File: src/rtl/alu_control_pipe.sv
// Pipelined RV32I ALU control decoder with stall/flush and illegal-op counting.
// Optional M-extension decode is enabled by defining MULDIV_DECODE_EN.
module alu_control_pipe #(
  parameter int PIPE_DEPTH = 1,
  parameter int CNT_W      = 8
) (
  input  logic             clk,
  input  logic             reset,
  input  logic             valid_in,
  input  logic [1:0]       ALUOp,
  input  logic [2:0]       funct3,
  input  logic             funct7_b5,
  input  logic             funct7_b0,
  input  logic             stall,
  input  logic             flush,
  output logic [3:0]       Operation,
  output logic             valid_out,
  output logic             illegal_out,
  output logic [CNT_W-1:0] illegal_cnt
);

  localparam logic [3:0] OP_AND  = 4'b0000;
  localparam logic [3:0] OP_OR   = 4'b0001;
  localparam logic [3:0] OP_ADD  = 4'b0010;
  localparam logic [3:0] OP_XOR  = 4'b0011;
  localparam logic [3:0] OP_SRL  = 4'b0101;
  localparam logic [3:0] OP_SUB  = 4'b0110;
  localparam logic [3:0] OP_SLT  = 4'b0111;
  localparam logic [3:0] OP_SLL  = 4'b1000;
  localparam logic [3:0] OP_SLTU = 4'b1001;
  localparam logic [3:0] OP_SRA  = 4'b1101;
`ifdef MULDIV_DECODE_EN
  localparam logic [3:0] OP_MUL  = 4'b1010;
  localparam logic [3:0] OP_MULH = 4'b1011;
  localparam logic [3:0] OP_DIV  = 4'b1100;
  localparam logic [3:0] OP_REM  = 4'b1110;
`endif

  if (PIPE_DEPTH < 1 || PIPE_DEPTH > 4) begin : g_bad_depth
    $error("alu_control_pipe: PIPE_DEPTH must be 1..4");
  end

  logic [3:0] w_op;
  logic       w_ill;
  logic [3:0] w_rkey;

  assign w_rkey = {funct7_b5, funct3};

  always_comb begin
    w_op  = OP_ADD;
    w_ill = 1'b0;
    unique case (ALUOp)
      2'b00: begin
        unique case (funct3)
          3'b001:  w_op = OP_SLL;
          3'b101:  w_op = funct7_b5 ? OP_SRA : OP_SRL;
          default: w_op = OP_ADD;
        endcase
      end
      2'b01: begin
        unique case (funct3[2:1])
          2'b00:   w_op = OP_SUB;
          2'b10:   w_op = OP_SLT;
          2'b11:   w_op = OP_SLTU;
          default: w_ill = 1'b1;
        endcase
      end
      2'b10: begin
        if (funct7_b0) begin
`ifdef MULDIV_DECODE_EN
          if (funct7_b5) begin
            w_ill = 1'b1;
          end else begin
            unique case (funct3)
              3'b000:  w_op = OP_MUL;
              3'b001:  w_op = OP_MULH;
              3'b100:  w_op = OP_DIV;
              3'b110:  w_op = OP_REM;
              default: w_ill = 1'b1;
            endcase
          end
`else
          w_ill = 1'b1;
`endif
        end else begin
          unique case (w_rkey)
            4'b0000: w_op = OP_ADD;
            4'b1000: w_op = OP_SUB;
            4'b0111: w_op = OP_AND;
            4'b0110: w_op = OP_OR;
            4'b0100: w_op = OP_XOR;
            4'b0001: w_op = OP_SLL;
            4'b0101: w_op = OP_SRL;
            4'b1101: w_op = OP_SRA;
            4'b0010: w_op = OP_SLT;
            4'b0011: w_op = OP_SLTU;
            default: w_ill = 1'b1;
          endcase
        end
      end
      default: w_ill = 1'b1;
    endcase
  end

  logic [3:0] r_op  [PIPE_DEPTH];
  logic       r_vld [PIPE_DEPTH];
  logic       r_ill [PIPE_DEPTH];

  // Stage 0 only takes the decode when valid_in, otherwise a bubble.
  always_ff @(posedge clk) begin
    if (reset || flush) begin
      for (int k = 0; k < PIPE_DEPTH; k++) begin
        r_op[k]  <= OP_ADD;
        r_vld[k] <= 1'b0;
        r_ill[k] <= 1'b0;
      end
    end else if (!stall) begin
      r_op[0]  <= valid_in ? w_op : OP_ADD;
      r_vld[0] <= valid_in;
      r_ill[0] <= valid_in & w_ill;
      for (int k = 1; k < PIPE_DEPTH; k++) begin
        r_op[k]  <= r_op[k-1];
        r_vld[k] <= r_vld[k-1];
        r_ill[k] <= r_ill[k-1];
      end
    end
  end

  assign Operation   = r_op[PIPE_DEPTH-1];
  assign valid_out   = r_vld[PIPE_DEPTH-1];
  assign illegal_out = r_ill[PIPE_DEPTH-1];

  // An op leaves the last stage only on an unstalled edge, so it counts once.
  always_ff @(posedge clk) begin
    if (reset) begin
      illegal_cnt <= '0;
    end else if (valid_out && illegal_out && !stall &&
                 illegal_cnt != {CNT_W{1'b1}}) begin
      illegal_cnt <= illegal_cnt + 1'b1;
    end
  end

endmodule

File: config.mk
export PLATFORM = sky130hd
export DESIGN_NAME = alu_control_pipe
export DESIGN_NICKNAME = d
export VERILOG_FILES = /design/src/rtl/alu_control_pipe.sv
export SDC_FILE = /design/constraint.sdc
export NUM_CORES = 1
export LEC_CHECK = 0
export CORE_MARGIN = 2
export CORE_UTILIZATION = 30
export DETAILED_ROUTE_END_ITERATION = 10
export GPL_ROUTABILITY_DRIVEN = 0
export PLACE_DENSITY_LB_ADDON = 0.12
export SETUP_SLACK_MARGIN = 0.4
export SYNTH_ARGS = -nofsm -noshare
export SYNTH_HDL_FRONTEND = slang
export SYNTH_SLANG_ARGS = --single-unit
export TNS_END_PERCENT = 30
File: constraint.sdc
create_clock -name clk -period 1.9 [get_ports clk]
set_input_delay 0.285 -clock clk [delete_from_list [all_inputs] [get_ports clk]]
set_output_delay 0.285 -clock clk [all_outputs]
set_load 0.005 [all_outputs]
==> metrics.txt <==
outcome=complete, no violations; Skew-Pair Late Insertion Delay=between 200 and 300 ps; P per Cell Area=around 500 nW/um2; htree depth=1; final max-slew violation count=0; worst-margin pin slew=roughly 330 ps; Pint=0.455 mW; Total Power=0.604 mW; WL final=1920 um; starting density of the core=31.0%; count leader, synth=a21oi_1; Root Driver=clkbuf_4; Total GRT Usage=between 10% and 20%; Synth async-reset ratio=0%; Via Count=~780; kind of critical path=input port to register; DRC Markers=0; Worst slew margin=between 70% and 80%; Rows=19; Finished Core Util=between 40% and 50%; number of hold buffers added after cts=0; top cell type's share of synthesized area=roughly 22%; placed cell area=approximately 1100 um2; Die H=between 50 and 60 um; Switch Pwr=around 0.15 mW; critical-path cell list=clkdlybuf4s50_1, and3b_2, and4_4, o21a_4, mux2_4; number of warning messages in the yosys log=0; family with the most delay on the worst path=simple AND/OR/NAND/NOR gates; worst path arrival time=between 1500 and 2000 ps; Synth top cells by count=a21oi_1 (11), dfxtp_1 (8), nor2_1 (8); post-synth cell types=36; syn_area_per_cell=roughly 9.3 um2; Worst Path Buf+Inv=1; Clk network pwr share=between 30 and 40%; register bit total from synthesis=14; largest cells by area after synthesis=edfxtp_1 (22%), dfxtp_1 (19%), a21oi_1 (6.6%); CP Launch Type=input port; Flop pwr share=53.0%; sw frac=between 20% and 30%; number of routed nets with antenna violations=0; LEAKAGE=0.486 nW; area leader, netlist=edfxtp_1; ys flop type=dfxtp_1; Final period util=between 70% and 80%; global-route wire length before repair=between 2000 and 3000 um; Worst Hold Margin=between 500 and 600 ps; Gate Count Post-Synth=90; Setup crit end kind=register; grt total ovfl=0; Ports=26; DPL Wire Length=1510 um; Net Count, Synth=~100; Num CTS Buffers=3; Die Width=56.7 um; largest net degree at the start of global routing=11; fill count=between 200 and 300; Required @ worst endpoint=~2100 ps; Final setup viols=0; worst-path fanout max=4; Mapped Area=around 830 um2; Seq/Total Area, Yosys=40.8%; Routed WL per cell=about 13 um; RSZ-0062 raised after global routing=yes; CTS max path bufs=2; Core Region=2690 um2; Logic pwr share=about 17%; 1st-iter DRT viols=10; Peak VDD IR=around 0.3 mV; vias per inst=5.08; layout cells sized above 1=19.7%; Clock Skews=between 1.5 and 2 ps; Final Critical Period=around 1500 ps; slowest stage delay, CP=~430 ps; total of max-cap violations=0; initial antenna violation count=0; endpoints failing hold=0; slowest CP cell=clkdlybuf4s50_1; Post-layout nets=between 100 and 150; n_diodes=0; Port Buf Inserts=25; worst min-delay path class=input port to register; CTS tree=yes; clock-pin slew on the worst setup and hold paths=roughly 90 ps; max frequency=about 670 MHz; number of global-route vias before repair=676; Pre-antenna DRT Iters=4; number of synthesized flops with an enable pin=6; clk sink count=14; Die Area=around 3200 um2; Area growth, synth to finish=45.3%; setup TNS=0 ps; Final Cell Area=around 1200 um2
cell usage in the layout (no fill, tap or decap), drive strengths merged, types with 2 or more instances in the layout:
| master | instances |
|---|---|
| clkdlybuf4s50 | 21 |
| a31oi | 3 |
| a21oi | 11 |
| nand2 | 3 |
| a211oi | 5 |
| nand2b | 2 |
| dfxtp | 8 |
| nor3 | 3 |
| buf | 8 |
| mux2 | 2 |
| nor4b | 2 |
| clkbuf | 4 |
| inv | 4 |
| nor2 | 8 |
| nand3 | 2 |
| dlymetal6s2s | 4 |
| nor2b | 2 |
| edfxtp | 6 |
| and3 | 2 |
| o21ai | 4 |
| xor2 | 3 |
final timing paths:
kind	startpoint	slack, ps	to	depth (start not counted)
worst max register to register	r_vld[0]$_DFFE_PP_	540	illegal_cnt[3]$_SDFFE_PP0P_	4
worst min-delay path	ALUOp[0]	500	r_op[0][2]$_SDFFCE_PN0P_	2
worst max-delay path	stall	400	illegal_cnt[3]$_SDFFE_PP0P_	5
worst min register to register	illegal_cnt[5]$_SDFFE_PP0P_	510	illegal_cnt[5]$_SDFFE_PP0P_	1
sequential cells by signal, summed over array words and instances, names as in the netlist:
name	cells
r_vld	1
r_op	4
illegal_cnt	8
r_ill	1
cells by family after synthesis:
family / share of synthesized area (%)
muxes: 4.35
adders and majority gates: 1.50
DFF: 40.8
buffers and inverters: 4.80
and+or+nand+nor: 22.1
AOI/OAI and AO/OA: 23.3
xor gates and xnor gates: 3.15
final cells by class:
class | instances | area (um2) | area share (%)
multi-input cells | 67 | 464 | 38.3
flip-flops and latches | 14 | 347 | 28.6
well taps | 31 | 38.8 | 3.20
clock buffers | 4 | 26.3 | 2.17
repair buffers | 33 | 320 | 26.4
inverters | 4 | 15.0 | 1.24
repair_timing:
| item | in CTS | in global routing |
|---|---|---|
| pin swaps | 1 | 2 |
| setup buffers | 1 | 0 |
| resized for setup | 2 | 10 |
| endpoints found under the setup margin | 7 | 13 |
power by group through the flow:
stage / sequential (mW) / clock [mW] / combinational, mW
after floorplan: 0.330 / 0 / 0.0423
after global placement: 0.329 / 0 / 0.100
after detailed placement: 0.329 / 0 / 0.0997
after CTS: 0.322 / 0.189 / 0.100
after global routing: 0.321 / 0.197 / 0.110
final: 0.320 / 0.183 / 0.101
metrics by stage:
| step | worst slack [ps] | std cells |
|---|---|---|
| floorplan | 552 | 90 |
| global placement | 31.3 | 148 |
| detailed placement | 38.4 | 148 |
| CTS | 353 | 153 |
| global route | 345 | 153 |
| finish | 398 | 153 |
layer usage:
| metal | share of wire, % | track usage, % |
|---|---|---|
| met1 | 50 | 16.0 |
| met2 | 45 | 17.6 |
| met3 | 4.8 | 1.61 |
| met4 | 0.83 | 6.12 |
| met5 | 0 | 0 |
Note: power is estimated with default switching activity, not from simulation.
